===== config.mk =====
export PLATFORM = sky130hd
export DESIGN_NAME = timer_cmd_receiver
export DESIGN_NICKNAME = d
export VERILOG_FILES = /design/src/rtl/timer_cmd_receiver.sv
export SDC_FILE = /design/constraint.sdc
export NUM_CORES = 1
export LEC_CHECK = 0
export ABC_CLOCK_PERIOD_IN_PS = 2900
export CORE_MARGIN = 3
export CORE_UTILIZATION = 30
export CTS_BUF_LIST = sky130_fd_sc_hd__clkbuf_8
export DETAILED_ROUTE_END_ITERATION = 12
export DONT_BUFFER_PORTS = 1
export GPL_TIMING_DRIVEN = 0
export RECOVER_POWER = 100
export SYNTH_ARGS = -nofsm -noshare
export SYNTH_HDL_FRONTEND = slang
export SYNTH_SLANG_ARGS = --single-unit

===== constraint.sdc =====
create_clock -name CLK -period 2.9 [get_ports CLK]
set_input_delay 0.29 -clock CLK [delete_from_list [all_inputs] [get_ports CLK]]
set_output_delay 0.29 -clock CLK [all_outputs]
set_load 0.03 [all_outputs]

===== src/rtl/timer_cmd_receiver.sv =====
// -----------------------------------------------------------------------------
// timer_cmd_receiver
//
// Purpose
//   Receives timer commands from a control-thread register and writes status
//   back to it. A command word carries a sequence number, an opcode and a
//   duration. A new command is recognised when its sequence number differs
//   from the last accepted one. The block runs a single countdown timer with
//   three states: IDLE, RUN and EXPIRED.
//
//   Command word (reg_q):  [W_D-1 -: W_SEQ] seq | [W_R +: 2] op | [W_R-1:0] dur
//   Status word  (reg_d):  [W_D-1 -: W_SEQ] last_seq | [W_R +: 2] state | [W_R-1:0] remaining
//   where W_R = W_D - W_SEQ - 2.
//   Opcodes:     0 NOP, 1 START, 2 STOP, 3 CLEAR
//   State codes: 0 IDLE, 1 RUN, 2 EXPIRED
//
// Timing
//   reg_q is registered once, and the command is decoded from that copy. An
//   accepted command therefore takes effect on the second rising edge after
//   reg_q changes. All outputs are registered.
//
// Handshake
//   There is no valid/ready pair on the command side. A command is "valid"
//   for exactly one cycle: the first cycle in which the registered seq field
//   differs from last_seq. reg_we is a one-cycle write strobe, and reg_d is
//   stable in between strobes. One strobe is issued per accepted command and
//   per expiry. When the two coincide, they share a single strobe.
//
// Ports
//   CLK        clock, rising edge
//   RST        synchronous active-high reset
//   reg_q      command word read from the register
//   reg_d      status word written back
//   reg_we     status write strobe (one cycle)
//   busy       high while the timer is in RUN
//   expire     one-cycle pulse when the countdown reaches zero
//   remaining  current countdown value
//
// W_D must be at least 16 so that a useful duration field remains.
// -----------------------------------------------------------------------------
module timer_cmd_receiver #(
    parameter int W_D   = 32,
    parameter int W_SEQ = 4
) (
    input  logic                   CLK,
    input  logic                   RST,
    input  logic [W_D-1:0]         reg_q,
    output logic [W_D-1:0]         reg_d,
    output logic                   reg_we,
    output logic                   busy,
    output logic                   expire,
    output logic [W_D-W_SEQ-3:0]   remaining
);

    localparam int W_R = W_D - W_SEQ - 2;

    typedef enum logic [1:0] {
        ST_IDLE    = 2'd0,
        ST_RUN     = 2'd1,
        ST_EXPIRED = 2'd2
    } state_t;

    typedef enum logic [1:0] {
        OP_NOP   = 2'd0,
        OP_START = 2'd1,
        OP_STOP  = 2'd2,
        OP_CLEAR = 2'd3
    } op_t;

    // -------------------------------------------------------------------------
    // State registers
    // -------------------------------------------------------------------------
    logic [W_D-1:0]   cmd_word_q, cmd_word_d;   // registered copy of reg_q
    logic [W_SEQ-1:0] last_seq_q, last_seq_d;
    state_t           state_q,    state_d;
    logic [W_R-1:0]   rem_q,      rem_d;
    logic [W_D-1:0]   reg_d_q,    reg_d_d;
    logic             reg_we_q,   reg_we_d;
    logic             expire_q,   expire_d;
    logic             busy_q,     busy_d;

    // -------------------------------------------------------------------------
    // Command decode from the registered copy
    // -------------------------------------------------------------------------
    logic [W_SEQ-1:0] cmd_seq;
    op_t              cmd_op;
    logic [W_R-1:0]   cmd_dur;
    logic             cmd_valid;
    logic             count_en;

    always_comb begin
        cmd_seq   = cmd_word_q[W_D-1 -: W_SEQ];
        cmd_op    = op_t'(cmd_word_q[W_R +: 2]);
        cmd_dur   = cmd_word_q[W_R-1:0];
        // Only a change of seq is a new command. Equality covers both a held
        // word and an exact repeat. The all-ones to zero wrap is just another
        // change.
        cmd_valid = (cmd_seq != last_seq_q);
    end

    // -------------------------------------------------------------------------
    // Next-state / output logic
    // -------------------------------------------------------------------------
    always_comb begin
        cmd_word_d = reg_q;
        last_seq_d = last_seq_q;
        state_d    = state_q;
        rem_d      = rem_q;
        reg_d_d    = reg_d_q;
        reg_we_d   = 1'b0;
        expire_d   = 1'b0;
        // The countdown runs in RUN unless START, STOP or CLEAR take over this
        // cycle. A NOP leaves it running, so an expiry on the same edge still
        // happens.
        count_en   = (state_q == ST_RUN);

        if (cmd_valid) begin
            last_seq_d = cmd_seq;
            reg_we_d   = 1'b1;
            unique case (cmd_op)
                OP_START: begin
                    count_en = 1'b0;
                    if (cmd_dur != '0) begin
                        rem_d   = cmd_dur;
                        state_d = ST_RUN;
                    end else begin
                        // A zero-length timer expires at once, and it is
                        // acknowledged in the same write.
                        rem_d    = '0;
                        state_d  = ST_EXPIRED;
                        expire_d = 1'b1;
                    end
                end
                OP_STOP: begin
                    count_en = 1'b0;
                    // Freeze the current count. Outside RUN this is a no-op.
                    if (state_q == ST_RUN) begin
                        state_d = ST_IDLE;
                    end
                end
                OP_CLEAR: begin
                    count_en = 1'b0;
                    state_d  = ST_IDLE;
                    rem_d    = '0;
                end
                default: begin
                    // NOP: ack only.
                end
            endcase
        end

        // Guarding on non-zero keeps the counter from wrapping even if RUN were
        // somehow entered with a zero count.
        if (count_en && (rem_q != '0)) begin
            rem_d = rem_q - W_R'(1);
            if (rem_q == W_R'(1)) begin
                state_d  = ST_EXPIRED;
                expire_d = 1'b1;
                reg_we_d = 1'b1;
            end
        end

        // The status word reflects the post-update values. It holds between
        // writes.
        if (reg_we_d) begin
            reg_d_d = {last_seq_d, state_d, rem_d};
        end

        busy_d = (state_d == ST_RUN);
    end

    // -------------------------------------------------------------------------
    // Registers
    // -------------------------------------------------------------------------
    always_ff @(posedge CLK) begin
        if (RST) begin
            cmd_word_q <= '0;
            last_seq_q <= '0;
            state_q    <= ST_IDLE;
            rem_q      <= '0;
            reg_d_q    <= '0;
            reg_we_q   <= 1'b0;
            expire_q   <= 1'b0;
            busy_q     <= 1'b0;
        end else begin
            cmd_word_q <= cmd_word_d;
            last_seq_q <= last_seq_d;
            state_q    <= state_d;
            rem_q      <= rem_d;
            reg_d_q    <= reg_d_d;
            reg_we_q   <= reg_we_d;
            expire_q   <= expire_d;
            busy_q     <= busy_d;
        end
    end

    assign reg_d     = reg_d_q;
    assign reg_we    = reg_we_q;
    assign expire    = expire_q;
    assign busy      = busy_q;
    assign remaining = rem_q;

endmodule

Word-level counts from Yosys, hierarchy flattened
Cells that the tools add are included.
{"block": "classes", "add_sub_neg": 1, "muxes": 21, "eq_ne": 7, "n_reduce_logical": 4}
{"op": "26-bit two-way mux", "n": 3}
{"op": "26-bit one-hot mux with 2 select lines", "n": 1}
{"op": "26-bit nonzero test", "n": 2}
{"op": "26-bit by 1-bit == test with 1-bit output, second input constant", "n": 1}
{"op": "26-bit by 1-bit subtractor with 26-bit output, second input constant", "n": 1}
{"op": "1-bit two-way mux", "n": 10}
{"op": "2-bit two-way mux", "n": 5}
{"op": "2-bit by 1-bit == test with 1-bit output, second input constant", "n": 3}
{"op": "2-bit one-hot mux with 3 select lines", "n": 1}
{"op": "2-bit == test, second input constant", "n": 2}
{"op": "4-bit two-way mux", "n": 1}
{"op": "4-bit inequality test", "n": 1}
{"op": "3-bit OR reduction", "n": 1}
{"op": "1-bit logical AND", "n": 1}
{"block": "word_totals", "inputBits": 34, "elab_cells": 41, "register_bits": 99, "out_inout_bits": 61}

Depth between registers and ports, before layout
Gate-level depths: netlist of run 1.
{"block": "logic_depth", "depth_word": 7, "mapped_depth": 9, "mapped_depth_nobuf": 8}

Worst setup path before layout of run 1
Ideal clock, no wire load.
{"block": "synth_path", "path_kind": "register to register", "from": "reg rem_q[16], in the netlist remaining[16]", "to": "reg reg_d_q[24], in the netlist reg_d[24]", "path_slack_ns": 0.230, "path_stages_with_launch": 9, "required_time_ns": 2.831, "n_path_buf": 2, "arrival_ns": 2.601, "synth_period_minus_slack_ns": 2.670, "setup_ns": 0.069, "path_cell_list": "dfxtp_1 -> or4_4 -> or3_1 -> buf_2 -> o32ai_4 -> or2_1 -> buf_6 -> mux2_2 -> o21ai_1"}
{"block": "synth_via", "elab_chain_len": 3, "elab_cells_between_ends": 7, "classes_between": "add/sub (1); eq/ne (1); mux (3); reduce/logical (2)"}
{"item": "start: declaration", "line_no": "76", "source": "logic [W_R-1:0] rem_q, rem_d;"}
{"item": "start signal: assignment", "line_no": "189", "source": "rem_q <= rem_d;"}
{"item": "branches (longest 3 deep; another with 26-bit by 1-bit subtractor with 26-bit output)"}
{"item": "end signal: assignment", "line_no": "190", "source": "reg_d_q <= reg_d_d;"}
{"item": "end: declaration", "line_no": "77", "source": "logic [W_D-1:0] reg_d_q, reg_d_d;"}
Several ways; the timed one is not identified.
A chain may end at the register's enable or synchronous reset.

Final worst setup path of run 1
{"block": "layout_path", "from": "reg rem_q[18], in the netlist remaining[18]", "to": "reg reg_d_q[24], in the netlist reg_d[24]"}
Same word-level chain as after synthesis.

==> qor.csv, run 1 <==
metric,value,unit
Worst Skew,0.0152,ns
reg2reg setup slack,0.11,ns
highest cell delay on the worst timing path,0.58,ns
post-synthesis cell type count,59,
DP Cell Count,675,
Critical Path RT,3.22,ns
Port Buffer Count,0,
Max Slew Vio Count,0,
"count leader, synth",dfxtp_1,
wire per inst,20.0,µm
Worst R2R Path Depth,8,
Setup-failing EPs final,0,
complex-gate fraction of the synthesized area,18.3,%
Final WS setup,0.111,ns
cell family with most CP delay,simple AND/OR/NAND/NOR gates,
"Seq/Total Area, Yosys",44.6,%
f_max,358,MHz
chip height,128,µm
Ys Warns,0,
Post-Synth Adder-Cell Area,0.845,%
Pwr Density,673,nW/µm²
vias,3742,
slowest cell on the critical path,or4_4,
core area,14200,µm²
dpl hpwl,10700,µm
relative slew slack,46.8,%
clock latency on the worst-skew pair,0.39,ns
reg2reg start,remaining[18],
CP Capture Type,flip-flop,
worst hold path type,in -> reg,
WHS Endpoint,cmd_word_q[25],
largest family of logic cells by synthesized area,simple AND/OR/NAND/NOR gates,
first-pass GRT wire length,21300,µm
synthesized area per cell,8.98,µm²
Worst-Margin Slew,0.789,ns
Final Instance Count excl. Fillers,696,
"Clk pin slew, worst setup/hold paths",0.09,ns
peak supply drop,240,µV
FP Rows,43,
Max Cap Viol,0,
Total GRT Usage,17.0,%
WP data arrival,3.11,ns
antenna violations before repair,0,
Hold Path Origin,reg_q[25],
static leakage,1.78,nW
maximum root-to-sink buffer count,2,
placer congestion estimate,0.907,
Critical Path Fanout Max,10,
vias per std cell,5.38,
DRT antenna net count,0,
root buf cell,clkbuf_8,
initial DRC count,329,
Initial Utilization,31.3,%
vias in the first global route,3645,
critical path class,reg -> reg,
RSZ-0062 raised after global routing,false,
layout cells sized above 1,13.2,%
Buf/Inv on CP,2,
CTS Sinks,99,
Synthesized Nets,532,
number of synthesized flops with an enable pin,0,
Final Net Count,548,
wire length after detailed routing,14000,µm
Placement Setup Slack,-0.246,ns
minimum clock period after layout,2.79,ns
hold depth,1,
outcome,finished clean,
period utilization,96.2,%
grt ovf,0,
number of synthesized register bits,99,
synth cell count leaders,"dfxtp_1 (99), nor2_1 (43), nand2_1 (41), nor2b_1 (36), clkbuf_1 (25)",
Synth area leader,dfxtp_1,
post-synthesis mux area share,0.479,%
Setup TNS Final,0,ns
Synth async-reset ratio,0,%
1st-pass router iterations,6,
mapped cell area,4440,µm²
Die ar.,16300,µm²
xor/xnor share of the synthesized area,5.32,%
fillers,1503,
synth top area cells,"dfxtp_1 (45%), nor2b_1 (5.1%), nor2_1 (3.6%)",
CTS tree,built,
Inserted Clock Buffers,9,
Final Hold Fails,0,
synthesis-to-finish area growth,11.1,%
simple-gate portion of the synthesized area,26.2,%
Synth Instances,495,
crit-path cells,or4_4 -> or3_1 -> buf_2 -> o32ai_4 -> or2_1 -> buf_6 -> mux2_1 -> o21ai_1,
n_diodes,0,
# IOs,95,
r2r endpoint,reg_d[24],
Die Wd,128,µm
pin count of the biggest net entering global routing,16,
post-synth top area share,44.6,%
Main synth FF type,dfxtp_1,
DRC,0,
startpoint types,flip-flop,
H-tree depth,3,
==> power breakdown <==
group          leakage, nW  switching, W  internal (W)
clock               0.0925      0.000475      0.000353
combinational        0.872      0.000477      0.000304
sequential           0.816      0.000256       0.00146
total                 1.78       0.00121       0.00211
==> area by class of cell <==
| cell class | instances | area [µm²] | share of cell area (%) |
|---|---|---|---|
| multi-input combinational | 356 | 2310 | 46.9 |
| sequential | 99 | 1990 | 40.3 |
| timing repair buffer | 5 | 40.0 | 0.811 |
| buffer | 34 | 164 | 3.32 |
| inverter | 6 | 22.5 | 0.456 |
| clock buffer | 11 | 151 | 3.07 |
| tap | 180 | 225 | 4.56 |
| clock inverter | 5 | 28.8 | 0.583 |
==> registers in the layout (all words and copies together), names as in the netlist <==
name	count
reg_we	1
reg_d	32
busy	1
remaining	26
state_q	2
last_seq_q	4
cmd_word_q	32
expire	1
==> metrics by stage <==
step           cell area [µm²]  hold slack, ns  power (W)  util [%]
2_1_floorplan             4440           0.368    0.00229         -
3_3_place_gp              4670           0.383    0.00248      32.9
3_5_place_dp              4670           0.382    0.00249      32.9
4_1_cts                   4880          0.0121    0.00332      34.4
5_1_grt                   4930          0.0214    0.00349      34.7
6_report                  4930          0.0317    0.00332      34.7
==> layer usage <==
metal  GRT usage [%]  vias up  wire length, µm
met4            7.62        0              356
li1                -     1798                -
met5               0        -                0
met1            21.4     1797             6070
met2            26.8      124             6440
met3            5.38       23             1080
==> cells by family after synthesis <==
group                      Yosys count
xor gates and xnor gates            27
and+or+nand+nor                    214
AOI/OAI and AO/OA                  110
muxes                                2
DFF                                 99
adders and majority gates            3
buffers and inverters               40
==> cells in the final DEF, fill, tap and decap left out, types with 3 or more instances in the layout <==
cell,Yosys,routed
and3_1,7,7
o21a_1,3,3
inv_1,5,6
o2111ai_1,6,6
o211ai_2,7,7
nor4_2,2,4
o31ai_1,4,4
a21oi_1,10,11
dfxtp_1,99,93
buf_4,2,6
nor2b_1,36,36
o211ai_1,7,7
buf_2,4,3
nor2_1,43,42
nor3_1,17,17
a22o_1,3,3
a31o_2,3,3
clkbuf_8,0,11
nand2_1,41,41
xnor2_1,13,13
o21ai_0,19,24
nand2b_1,3,3
nand3b_1,16,16
nand3_1,12,12
a21oi_2,7,6
nor4_1,15,12
ha_1,3,3
xor2_1,14,14
nand4_1,6,6
o21ai_1,11,6
dfxtp_2,0,6
a31oi_1,4,4
o22ai_1,6,6
a2bb2oi_1,4,4
clkbuf_1,25,23
a22oi_1,4,4
==> what timing repair did <==
item	4_1_cts	5_1_grt
endpoints found under the setup margin	56	52
pin swaps	2	2
resized for setup	8	9
buffers inserted	0	4
hold buffers	1	0
hold endpoints to repair	1	0
==> worst register-to-register path: cells and delay by family, from the launching register on <==
| kind | cells | cell delay, ns |
|---|---|---|
| compound gates | 2 | 0.57 |
| buf+inv | 2 | 0.33 |
| flops | 1 | 0.40 |
| mux | 1 | 0.36 |
| simple gates | 3 | 1.07 |
==> how the worst max path moves through the flow <==
| stage | from | to | slack (ns) | cells after the start |
|---|---|---|---|---|
| 3_3_place_gp | remaining[4] | reg_d[0] | -0.21 | 8 |
| 2_1_floorplan | remaining[16] | reg_d[24] | 0.23 | 8 |
| 3_5_place_dp | remaining[4] | reg_d[15] | -0.25 | 8 |
| 5_1_grt | remaining[18] | reg_d[22] | 0.02 | 9 |
| 4_1_cts | remaining[0] | reg_d[24] | 0.03 | 8 |
| 6_report | remaining[18] | reg_d[24] | 0.11 | 8 |
(Power assumes the default switching activity.)
==> run 2, diff against run 1 <==
--- a/config.mk
+++ b/config.mk
@@ -6,12 +6,14 @@
 export NUM_CORES = 1
 export LEC_CHECK = 0
 export ABC_CLOCK_PERIOD_IN_PS = 2900
-export CORE_MARGIN = 3
+export CELL_PAD_IN_SITES_DETAIL_PLACEMENT = 2
+export CELL_PAD_IN_SITES_GLOBAL_PLACEMENT = 2
 export CORE_UTILIZATION = 30
 export CTS_BUF_LIST = sky130_fd_sc_hd__clkbuf_8
 export DETAILED_ROUTE_END_ITERATION = 12
 export DONT_BUFFER_PORTS = 1
 export GPL_TIMING_DRIVEN = 0
+export PLACE_DENSITY_LB_ADDON = 0.1
 export RECOVER_POWER = 100
 export SYNTH_ARGS = -nofsm -noshare
 export SYNTH_HDL_FRONTEND = slang
==> run 2 against run 1 <==
Compared with the run above: count of clock-buffer cells in the layout did not move; utilization down 0.57 points; fmax increased by 1.6%; global-route usage increased by 4.9 points.
==> qor.csv, run 2 (synthesis gave the netlist of run 1 again) <==
metric,value,unit,change
outcome,finished clean,,
r2r endpoint,reg_d[22],,
DRT antenna net count,0,,unchanged
pin count of the biggest net entering global routing,15,,-1
minimum clock period after layout,2.74,ns,-0.0444 ns
Port Buffer Count,0,,unchanged
wire length after detailed routing,15900,µm,+14%
fillers,1621,,+7.9%
Max Cap Viol,0,,unchanged
WP depth,9,,+1
reg2reg start,remaining[18],,
FP Rows,44,,+2.3%
wire per inst,22.5,µm,+12%
period utilization,94.7,%,-1.5 points
CP most frequent cell,buf_2,,
Worst Setup SP,remaining[18],,
vias in the first global route,3957,,+8.6%
Setup-failing EPs final,0,,unchanged
WP data arrival,3.06,ns,-0.05 ns
startpoint types,flip-flop,,
vias per std cell,5.49,,+2.1%
Setup crit end,reg_d[22],,
Inserted Clock Buffers,9,,unchanged
reg2reg setup slack,0.16,ns,+0.04 ns
critical path class,reg -> reg,,
static leakage,1.80,nW,+0.98%
Initial Utilization,30.7,%,-0.59 points
DRC,0,,unchanged
n_diodes,0,,unchanged
Setup TNS Final,0,ns,unchanged
Placement Setup Slack,-0.362,ns,-0.116 ns
Critical Path Fanout Max,10,,unchanged
f_max,364,MHz,+1.6%
H-tree depth,3,,unchanged
Die ar.,15300,µm²,-6.2%
highest cell delay on the worst timing path,0.58,ns,about the same
CTS tree,built,,
relative slew slack,44.2,%,-2.7 points
core area,14500,µm²,+1.9%
dpl hpwl,12200,µm,+15%
Die Wd,124,µm,-3.1%
Pwr Density,682,nW/µm²,+1.2%
initial DRC count,159,,-52%
placer congestion estimate,0.786,,-13%
layout cells sized above 1,12.5,%,-0.70 points
peak supply drop,215,µV,-11%
Final WS setup,0.155,ns,+0.0444 ns
antenna violations before repair,0,,unchanged
CTS Sinks,99,,unchanged
first-pass GRT wire length,24200,µm,+13%
maximum root-to-sink buffer count,2,,unchanged
Worst Skew,0.0118,ns,-0.00342 ns
worst hold path type,in -> reg,,
Worst R2R Path Depth,9,,+1
most frequent cells in the layout,"dfxtp_1 (93), nor2_1 (42), nand2_1 (41)",,
Power Total,0.00337,W,+1.5%
root buf cell,clkbuf_8,,
Worst-Margin Slew,0.828,ns,+0.0394 ns
Critical Path RT,3.22,ns,about the same
Final Hold Fails,0,,unchanged
"Clk pin slew, worst setup/hold paths",0.09,ns,about the same
cell family with most CP delay,simple AND/OR/NAND/NOR gates,,
RSZ-0062 raised after global routing,false,,
# IOs,95,,unchanged
grt ovf,0,,unchanged
vias,3870,,+3.4%
CP Capture Type,flip-flop,,
Final Net Count,553,,+0.91%
"most common cell after layout, fill and taps aside",dfxtp_1,,
1st-pass router iterations,5,,-1
Post-Route Utilization,34.2,%,-0.57 points
Max Slew Vio Count,0,,unchanged
clock latency on the worst-skew pair,0.39,ns,about the same
Total GRT Usage,21.9,%,+4.9 points
chip height,124,µm,-3.1%
synthesis-to-finish area growth,11.4,%,
Buf/Inv on CP,3,,+1
crit-path cells,or4_4 -> or3_1 -> buf_2 -> nor4_4 -> nand2b_1 -> buf_4 -> nand2b_4 -> buf_2 -> o21ai_0,,
slowest cell on the critical path,or4_4,,
[run 2: final cells by class]
type                            instances  area, µm²  area share, %
Clock inverter                          5       22.5          0.455
Multi-Input combinational cell        356       2290           46.3
Tap cell                              184        230           4.65
Inverter                                6       22.5          0.455
Clock buffer                           11        151           3.06
Sequential cell                        99       1990           40.3
Buffer                                 34        168           3.39
Timing Repair Buffer                   10       70.1           1.42
[run 2: power breakdown]
part	leakage, nW	switching (W)	internal, W
sequential	0.817	0.000252	0.00146
combinational	0.881	0.000504	0.000323
clock	0.101	0.000488	0.000348
total	1.80	0.00124	0.00213
[run 2: per-stage QoR]
stage	cells	hold slack, ns	cell area (µm²)
after global routing	705	0.0147	4950
after detailed placement	679	0.385	4680
after floorplan	495	0.368	4440
after CTS	697	0.00373	4920
final	705	0.0270	4950
after global placement	679	0.384	4670
[run 2: routing by layer]
metal	track usage, %	share of wire [%]	wire length [µm]
met5	0	0	0
met4	7.23	1.4	218
met3	4.35	4.8	758
met2	35.3	46	7380
met1	29.0	47	7530
[run 2: what timing repair did]
item                                    4_1_cts  5_1_grt
endpoints found under the setup margin       56       51
hold buffers                                  1        0
pin swaps                                     2        3
setup buffers                                 1        8
endpoints found under the hold margin         1        0
gates resized for setup                      14        6
[run 2: how the worst min path moves through the flow]
stage,startpoint,endpoint,slack [ns],cells past startpoint
after floorplan,RST,remaining[2],0.37,1
after global placement,RST,remaining[2],0.38,1
after detailed placement,RST,remaining[2],0.39,1
after CTS,reg_q[31],cmd_word_q[31],0.004,1
after global routing,reg_q[28],cmd_word_q[28],0.01,1
final,reg_q[10],cmd_word_q[10],0.03,1
[run 2: worst reg2reg max path: cells and delay by family (launching register included)]
family	cells	cell delay, ns
AOI/OAI and AO/OA	1	0.19
buffers and inverters	3	0.60
DFF	1	0.40
and+or+nand+nor	5	1.49
